--- config.mk ---
export PLATFORM = sky130hd
export DESIGN_NAME = updown_seg_counter
export DESIGN_NICKNAME = d
export VERILOG_FILES = /design/src/rtl/updown_seg_counter.sv
export SDC_FILE = /design/constraint.sdc
export NUM_CORES = 1
export LEC_CHECK = 0
export CORE_UTILIZATION = 50
export CTS_CLUSTER_DIAMETER = 150
export DETAILED_ROUTE_END_ITERATION = 8
export MAX_ROUTING_LAYER = met4
export PLACE_DENSITY_LB_ADDON = 0.08
export SLEW_MARGIN = 25
export SYNTH_ARGS = -nofsm -noshare
export SYNTH_HDL_FRONTEND = slang
export SYNTH_SLANG_ARGS = --single-unit
--- constraint.sdc ---
create_clock -name clock -period 7.6 [get_ports clock]
set_clock_uncertainty 0.2 [all_clocks]
set_input_delay 2.28 -clock clock [delete_from_list [all_inputs] [get_ports clock]]
set_output_delay 2.28 -clock clock [all_outputs]
set_load 0.02 [all_outputs]
--- src/rtl/updown_seg_counter.sv ---
// Up/down digit counter with prescaled tick, wrap/saturate modes, load, carry and 7-segment decode.
// Optional macro SAT_BLINK_EN: blank the display on alternate ticks while pinned at a saturation limit.
module updown_seg_counter #(
  parameter int WIDTH   = 4,
  parameter int MAX_VAL = 9,
  parameter int DIV     = 4,
  parameter int PW      = 24
) (
  input  logic             clock,
  input  logic             reset,
  input  logic             enable,
  input  logic             up,
  input  logic             sat,
  input  logic             ini,
  input  logic [WIDTH-1:0] init_val,
  output logic [WIDTH-1:0] count,
  output logic             tick,
  output logic             carry,
  output logic             a,
  output logic             b,
  output logic             c,
  output logic             d,
  output logic             e,
  output logic             f,
  output logic             g
);

  localparam logic [WIDTH-1:0] MAXV       = WIDTH'(MAX_VAL);
  localparam logic [PW-1:0]    PRESC_LAST = PW'(DIV - 1);

  function automatic logic [WIDTH-1:0] clamp_load(input logic [WIDTH-1:0] v);
    return (v > MAXV) ? MAXV : v;
  endfunction

  function automatic logic [6:0] seg_decode(input logic [WIDTH-1:0] v);
    logic [6:0] s;
    case (4'(v))
      4'h0: s = 7'b1111110;
      4'h1: s = 7'b0110000;
      4'h2: s = 7'b1101101;
      4'h3: s = 7'b1111001;
      4'h4: s = 7'b0110011;
      4'h5: s = 7'b1011011;
      4'h6: s = 7'b1011111;
      4'h7: s = 7'b1110000;
      4'h8: s = 7'b1111111;
      4'h9: s = 7'b1111011;
      4'hA: s = 7'b1110111;
      4'hB: s = 7'b0011111;
      4'hC: s = 7'b1001110;
      4'hD: s = 7'b0111101;
      4'hE: s = 7'b1001111;
      default: s = 7'b1000111;
    endcase
    return s;
  endfunction

  logic [PW-1:0]    presc;
  logic             tick_int;
  logic [WIDTH-1:0] cnt_nxt;
  logic             carry_nxt;

  assign tick_int = enable && (presc == PRESC_LAST);

  // Next count for a tick cycle; only committed when tick_int is high.
  always_comb begin
    cnt_nxt   = count;
    carry_nxt = 1'b0;
    if (up) begin
      if (count < MAXV) begin
        cnt_nxt = count + WIDTH'(1);
      end else if (!sat) begin
        cnt_nxt   = '0;
        carry_nxt = 1'b1;
      end
    end else begin
      if (count != '0) begin
        cnt_nxt = count - WIDTH'(1);
      end else if (!sat) begin
        cnt_nxt   = MAXV;
        carry_nxt = 1'b1;
      end
    end
  end

  always_ff @(posedge clock) begin
    if (reset) begin
      presc <= '0;
      count <= '0;
      tick  <= 1'b0;
      carry <= 1'b0;
    end else if (ini) begin
      presc <= '0;
      count <= clamp_load(init_val);
      tick  <= 1'b0;
      carry <= 1'b0;
    end else begin
      if (enable) presc <= tick_int ? '0 : presc + PW'(1);
      if (tick_int) count <= cnt_nxt;
      tick  <= tick_int;
      carry <= tick_int && carry_nxt;
    end
  end

`ifdef SAT_BLINK_EN
  logic blink;
  logic hold_lim;

  // A tick that would have stepped past a limit in saturate mode leaves the count pinned.
  assign hold_lim = sat && ((up && count >= MAXV) || (!up && count == '0));

  always_ff @(posedge clock) begin
    if (reset || ini) begin
      blink <= 1'b0;
    end else if (tick_int) begin
      blink <= hold_lim ? ~blink : 1'b0;
    end
  end

  assign {a, b, c, d, e, f, g} = blink ? 7'b0000000 : seg_decode(count);
`else
  assign {a, b, c, d, e, f, g} = seg_decode(count);
`endif

endmodule

Word level (Yosys, flattened, before mapping)
Memories as Yosys holds them, arrays and structs flattened. A register that Yosys moved wholly into a read port is not among the register bits.
Cells that the tools add are included.
{"block": "word_totals", "word_cells": 34, "memories": 1, "mem_bits_ro": 112, "reg_bits": 30, "output_inout_bits": 13}
{"name": "(name not given)", "words": 16, "width": 7, "read_ports": 1, "rd_clocked_by_memory_dff": 1, "write_ports": 0, "line_no": "37", "source": "case (4'(v))"}
{"block": "classes", "reduce_logical": 6, "muxes": 15, "order_cmp": 2, "n_addsub": 3, "n_eq_ne": 3}
{"operator": "two-way mux 4 bit", "count": 10}
{"operator": "adder 24 x 1 -> 24 bit, second input constant", "count": 1}
{"operator": "equality test 24 x 2 -> 1 bit, second input constant", "count": 1}
{"operator": "two-way mux 24 bit", "count": 1}
{"operator": "!= test 4 x 2 -> 1 bit, second input constant", "count": 2}
{"operator": "adder 4 x 1 -> 4 bit, second input constant", "count": 1}
{"operator": "> comparator 4 bit, second input constant", "count": 1}
{"operator": "less-than comparator 4 bit, second input constant", "count": 1}
{"operator": "two-way mux 1 bit", "count": 4}
{"operator": "nonzero test 4 bit", "count": 1}
{"operator": "subtractor 4 x 1 -> 4 bit, second input constant", "count": 1}
{"operator": "AND reduction 3 bit", "count": 1}
{"operator": "logical AND 1 bit", "count": 2}
{"operator": "nonzero test 2 bit", "count": 1}
{"operator": "OR reduction 2 bit", "count": 1}

Depth between registers and ports, before layout
Gate-level depths: netlist (run 1).
{"block": "depth", "ltp_word": 7, "mapped_depth": 12, "depth_no_buf": 12}

Worst setup path before layout (run 1)
OpenSTA, ideal clock, no wires.
{"block": "synth_path", "path_type": "input port to flip-flop", "from": "input port up", "to": "register b (netlist name)", "path_stages": 9, "path_buffers": 1, "setup_ns": 0.131, "setup_slack_ns": 2.681, "arrival_ns": 4.588, "t_required_ns": 7.269, "path_cell_list": "clkbuf_1 nor4b_1 a31o_2 a211oi_4 mux2_2 o21ai_0 ha_1 nor3b_1 a311oi_2"}
{"block": "synth_between", "elab_chain_len": 5, "elab_cells_between_ends": 8, "classes_between": "2 x eq/ne; 5 x mux; 1 x reduce/logical"}
{"item": "start, declared", "line_no": "12", "source": "input logic up,"}
{"item": "two-way mux 4 bit", "line_no": "69", "source": "if (up) begin"}
{"item": "two-way mux 4 bit", "line_no": "99", "source": "if (tick_int) count <= cnt_nxt;"}
{"item": "two-way mux 4 bit", "line_no": "92", "source": "end else if (ini) begin"}
{"item": "two-way mux 4 bit (no line) (*) (2 in a row)"}
Every way passes the cells marked *; elsewhere a longest branch is shown, timed or not. The select of a mux whose other input is x is not followed.
A chain may end at the register's enable or synchronous reset.

Worst setup path after layout (run 1)
{"block": "layout_path", "from": "input port enable", "to": "register f (netlist name)"}
{"block": "layout_between", "elab_chain_len": 5}
{"item": "start, declared", "line_no": "11", "source": "input logic enable,"}
{"item": "logical AND 1 bit", "line_no": "63", "source": "assign tick_int = enable && (presc == PRESC_LAST);"}
{"item": "nonzero test 2 bit (no line)"}
{"item": "AND reduction 3 bit (no line)"}
{"item": "two-way mux 4 bit (no line) (2 in a row)"}
Every way passes these cells.

==> results.yml, run 1 <==
outcome:
  status: "finished, final reports clean"
cells_and_area:
  fin_util_pct: 62.3
  nets: 274
  syn_to_final_growth_pct: 16.1
  drive_above_1_share_pct: 9.09
  register_area_sq_um: 741
  fillerInstances: 325
  n_antenna_cell: 0
  multi_input_area_sq_um: 1190
  fin_cells: 301
  stdcell_area_sq_um: 2350
route:
  drc: 0
  first_pass_iters: 4
  via_count: 1649
  first_iter_violations: 48
  routedWlPerCell_um: 12.8
  drt_wl_total_mm: 3.86
  via_per_inst: 5.48
  route.antenna.remaining_nets: 0
power_and_ir_drop:
  power.leakage_nw: 0.896
  vdd_drop_max_v: 0.000121
  power_density_nw_per_um2: 176
  finalPower_uw: 413
sta:
  period_needed_ns: 5.50
  max_slew_margin_pct: 50.7
  hold_violations: 0
  max_freq_mhz: 182
  rsz0062_at_grt: "no"
  setup_tns_ns: 0
  post-route-period-util_pct: 72.3
  tightest_slew_ns: 0.738
  slew_viol_final: 0
  setup_viol: 0
critical_path:
  crit_path_start_kind: "primary input"
  cp-endpoint: "f"
  slowest_delay_ns: 0.58
  r2r_cells: 10
  cp.depth: 11
  crit_family: "compound AO/OA/AOI/OAI gates"
  cpMostUsedCell: "inv_1"
  r2r_slack_ns: 3.85
  critPathMaxFanout: 7
  crit_start: "enable"
  endpoint_kind: "register"
  worstReg2RegStart: "presc[4]"
  critical_path_arrival_ns: 5.50
  required_ns: 7.60
  crit_type: "in2reg"
  reg2reg_to: "f"
  path_cells: "clkdlybuf4s50_1 > nand2_1 > or4_4 > a211oi_4 > mux2_2 > o21ai_0 > inv_1 > ha_1 > inv_1 > mux2i_1 > a22oi_1"
  cp.buffers_inverters: 3
  cp_slowest_cell: "clkdlybuf4s50_1"
floorplan:
  start_util_pct: 53.7
  die_h_um: 65.6
  die_x_um: 65.6
  fp.dieArea_sq_um: 4310
  io_pins: 23
  rows: 22
  core_sq_um: 3770
synth:
  ys_warn_count: 0
  syn_nets: 253
  synth_seq_cells: 37
  synth_cells: 232
  syn_area_per_cell_sq_um: 8.73
  netlist_area_sq_um: 2020
  synth.distinct_cells: 47
  yosysSeqAreaShare_pct: 36.6
clocking:
  cts.repair.resized: 0
  cts_setup_buffers: 0
  cts_buffer_depth: 2
  clk_pin_slew_ns: 0.07
  cts_max_level: 2
  cts.sinks: 37
  cts_made_buffers: 5
  cts_hold_buffers: 0
  cts-root-buf: "clkbuf_8"
  cts_tree: "done"
  clock_latency_ns: 0.28
placement:
  portBuffers: 22
  gp_congestion: 0.816
  hpwl_mm: 2.80
  placed_area_sq_um: 2260
  dp.cells: 294
global_route:
  grt_max_degree: 23
  grt-ovfl-total: 0
  antenna_found_initial: 0
  grt_pass1_wl_mm: 6.42
  grt_usage_pct: 19.9
  first_global_vias: 1467
run:
  cap_violations: 0
hold_path:
  worst_hold_path_type: "reg2reg"
  min-delay-start: "presc[23]"
metrics by stage:
step	hold WS, ns	setup slack (ns)
5_1_grt	0.302	1.92
3_5_place_dp	0.279	1.86
2_1_floorplan	0.255	2.68
6_report	0.292	2.10
3_3_place_gp	0.278	1.96
4_1_cts	0.291	2.14
logic make-up after synthesis:
logic type	Yosys count	synth area share, %
AO/OA/AOI/OAI	36	13.1
XOR/XNOR	19	8.22
adder cells (fa/ha/maj)	11	6.80
buffers and inverters	22	4.57
flip-flops	37	36.6
multiplexers	10	5.19
AND/OR/NAND/NOR	97	25.5
how the worst min path moves through the flow:
stage,depth (start not counted),to,slack [ns]
after floorplan,2,presc[23],0.25
after global placement,2,presc[23],0.28
after detailed placement,2,presc[23],0.28
after CTS,2,presc[23],0.29
after global routing,2,presc[23],0.30
final,2,presc[23],0.29
where the power goes:
part | internal [mW] | total [mW] | leakage [nW] | switching (mW)
combinational | 0.0338 | 0.0721 | 0.551 | 0.0382
sequential | 0.201 | 0.206 | 0.301 | 0.00545
clock | 0.0719 | 0.135 | 0.0443 | 0.0629
cells in the final DEF (no fill, tap or decap), types with 5 or more instances in the layout:
master / netlist / layout
dfxtp_1: 37 / 37
nor2_1: 31 / 31
clkdlybuf4s50_1: 0 / 22
inv_1: 14 / 14
nand2_1: 13 / 13
xor2_1: 11 / 11
ha_1: 11 / 11
a21oi_1: 9 / 9
o21ai_0: 8 / 8
xnor2_1: 8 / 8
nand3_1: 7 / 7
mux2i_1: 6 / 6
clkbuf_8: 0 / 6
nor3_1: 5 / 5
a31oi_1: 5 / 5
and3_1: 5 / 5
routing by layer:
layer / GRT usage [%] / vias to the layer above / part of all wire, %
met5: - / - / 0
met4: 6.52 / 0 / 0.83
met3: 4.69 / 4 / 3.8
met2: 33.7 / 41 / 50
met1: 23.0 / 758 / 45
li1: - / 846 / -
flip-flops by register name, summed over array words and instances (netlist names):
register / count
tick: 1
e: 1
d: 1
g: 1
count: 4
carry: 1
c: 1
f: 1
a: 1
b: 1
presc: 24
Yosys cell counts (all sizes together):
cell type / number / area (sq um)
nand4: 4 / 25.0
mux2i: 6 / 60.1
xor2: 11 / 96.3
ha: 11 / 138
clkbuf: 4 / 15.0
nor2: 31 / 116
o21ai: 8 / 40.0
nor3b: 2 / 15.0
or3: 4 / 25.0
or3b: 1 / 8.76
a211o: 1 / 17.5
mux2: 4 / 45.0
a2111oi: 1 / 8.76
a21boi: 1 / 7.51
buf: 4 / 25.0
nor2b: 3 / 18.8
nand2: 14 / 60.1
nor4: 4 / 25.0
a211oi: 2 / 27.5
or4: 3 / 26.3
dfxtp: 37 / 741
a31o: 1 / 8.76
nand2b: 4 / 25.0
o211ai: 1 / 12.5
inv: 14 / 52.6
nand3: 7 / 35.0
a21oi: 9 / 45.0
nor4b: 1 / 8.76
nand4b: 1 / 8.76
a31oi: 5 / 31.3
a22oi: 2 / 15.0
a311oi: 3 / 32.5
nand3b: 2 / 15.0
xnor2: 8 / 70.1
nor3: 7 / 45.0
or2: 3 / 18.8
a2bb2oi: 1 / 8.76
and3: 5 / 31.3
and3b: 1 / 8.76
o21ba: 1 / 10.0
final cells by class:
type	count	area share, %
clock buffer	7	3.67
inverter	14	2.24
multi-input combinational	173	50.7
sequential	37	31.5
tap	48	2.55
timing repair buffer	22	9.37
worst min-delay path, cell delays in order (launching register included):
cell and delay (ns):
dfxtp_1 0.32, o21ai_0 0.07, a21oi_1 0.06
No activity file was read; power rests on OpenSTA's default activity.
==> inputs of run 2 (changes only) <==
==> constraint.sdc (replaced) <==
create_clock -name clock -period 4.7 [get_ports clock]
set_clock_uncertainty 0.2 [all_clocks]
set_input_delay 1.41 -clock clock [delete_from_list [all_inputs] [get_ports clock]]
set_output_delay 1.41 -clock clock [all_outputs]
set_load 0.02 [all_outputs]
==> results.yml, run 2 (same netlist as run 1, synthesis figures left out) <==
sta:
  slew_viol_final: 0
  setup_tns_ns: 0
  fin_ws_ns: 0.564
  max_freq_mhz: 242
  rsz0062_at_grt: "no"
  period_needed_ns: 4.14
  tightest_slew_ns: 0.717
  hold_violations: 0
  max_slew_margin_pct: 52.1
  fin_hold_ws_ns: 0.296
  post-route-period-util_pct: 88.0
  setup_viol: 0
global_route:
  antenna_found_initial: 0
  grt_pass1_wl_mm: 6.02
  grt_max_degree: 23
  grt_usage_pct: 18.8
  grt-ovfl-total: 0
  first_global_vias: 1383
clocking:
  cts.repair.resized: 0
  clk_pin_slew_ns: 0.07
  cts_max_level: 2
  cts-root-buf: "clkbuf_8"
  clock_latency_ns: 0.28
  cts_hold_buffers: 0
  cts_setup_buffers: 0
  cts_made_buffers: 5
  cts_tree: "done"
  cts.sinks: 37
  cts_buffer_depth: 2
critical_path:
  cpMostUsedCell: "inv_1"
  cp.buffers_inverters: 4
  worstReg2RegStart: "presc[4]"
  required_ns: 4.70
  endpoint_kind: "register"
  crit_type: "in2reg"
  critPathMaxFanout: 10
  crit_family: "buffers and inverters"
  path_cells: "clkdlybuf4s50_1 > nor4b_1 > a31o_2 > a211oi_4 > mux2_2 > o21ai_0 > buf_4 > inv_1 > ha_1 > inv_1 > mux2i_1 > a22oi_1"
  crit_start: "up"
  slowest_delay_ns: 0.65
  critical_path_arrival_ns: 4.14
  crit_path_start_kind: "primary input"
  cp_slowest_cell: "clkdlybuf4s50_1"
floorplan:
  core_sq_um: 3770
  die_x_um: 65.6
  start_util_pct: 53.7
  io_pins: 23
  fp.dieArea_sq_um: 4310
  rows: 22
  die_h_um: 65.6
cells_and_area:
  largest_register_ffs: 24
  nets: 278
  drive_above_1_share_pct: 10.5
  n_antenna_cell: 0
  mostFrequentLayoutCells: "dfxtp_1, nor2_1, clkdlybuf4s50_1"
  regMostFlops: "presc"
  final_common_cell: "dfxtp_1"
  top_regs: "presc x24, count x4"
  syn_to_final_growth_pct: 17.0
route:
  via_per_inst: 5.26
  routedWlPerCell_um: 12.1
  drt_wl_total_mm: 3.67
  drc: 0
  route.antenna.remaining_nets: 0
  first_pass_iters: 4
  via_count: 1598
  first_iter_violations: 92
hold_path:
  worst_hold_path_type: "reg2reg"
  min-delay-start: "presc[23]"
power_and_ir_drop:
  vdd_drop_max_v: 0.000168
  power.leakage_nw: 0.911
  power_density_nw_per_um2: 274
placement:
  place_ws_ns: 0.315
  hpwl_mm: 2.65
  gp_congestion: 0.799
  portBuffers: 22
outcome:
  status: "finished, final reports clean"
run:
  cap_violations: 0
==> run 2: cell count changes in the layout (fill, tap and decap cells not counted), sizes merged <==
cell    before  now
buf          0    4
clkbuf       7    5
clkinv       0    1
==> run 2: path summary, 6_finish.rpt <==
check	to	slack, ns	depth (start not counted)
setup / recovery	g	0.56	12
hold / removal	presc[23]	0.30	2
setup reg to reg	g	1.34	11
hold reg to reg	presc[23]	0.30	2
==> run 2: routing by layer <==
| metal | track usage, % | wire length [um] |
|---|---|---|
| met1 | 23.5 | 1820 |
| met2 | 29.1 | 1700 |
| met3 | 4.69 | 123 |
| met4 | 6.79 | 36 |
| met5 | - | 0 |
==> run 2: metrics by stage <==
| step | cell area [sq um] | instances | total power, mW | utilization (%) |
|---|---|---|---|---|
| after floorplan | 2020 | 232 | 0.416 | - |
| after global placement | 2290 | 298 | 0.459 | 60.8 |
| after detailed placement | 2290 | 298 | 0.458 | 60.8 |
| after CTS | 2370 | 304 | 0.660 | 62.8 |
| after global routing | 2370 | 304 | 0.685 | 62.8 |
| final | 2370 | 304 | 0.649 | 62.8 |
==> run 2: layout make-up <==
| class | instances | area [sq um] |
|---|---|---|
| Clock buffer | 5 | 68.8 |
| Clock inverter | 1 | 5.00 |
| Fill cell | 333 | 1400 |
| Inverter | 14 | 52.6 |
| Multi-Input combinational cell | 173 | 1190 |
| Sequential cell | 37 | 741 |
| Tap cell | 48 | 60.1 |
| Timing Repair Buffer | 26 | 250 |
==> run 2: power by group <==
| group | leakage (nW) | total, mW | internal [mW] | switching [mW] |
|---|---|---|---|---|
| Clock | 0.0399 | 0.198 | 0.0975 | 0.101 |
| Combinational | 0.570 | 0.118 | 0.0562 | 0.0613 |
| Sequential | 0.301 | 0.333 | 0.325 | 0.00837 |
==> run 2: worst register-to-register path: stages, from the launching register on <==
cell and delay (ns):
dfxtp_1 0.35, or4_1 0.54, or4_4 0.52, a211oi_4 0.34, mux2_2 0.37, o21ai_0 0.14, buf_4 0.17, inv_1 0.08
ha_1 0.24, inv_1 0.11, mux2i_1 0.08, a22oi_1 0.14
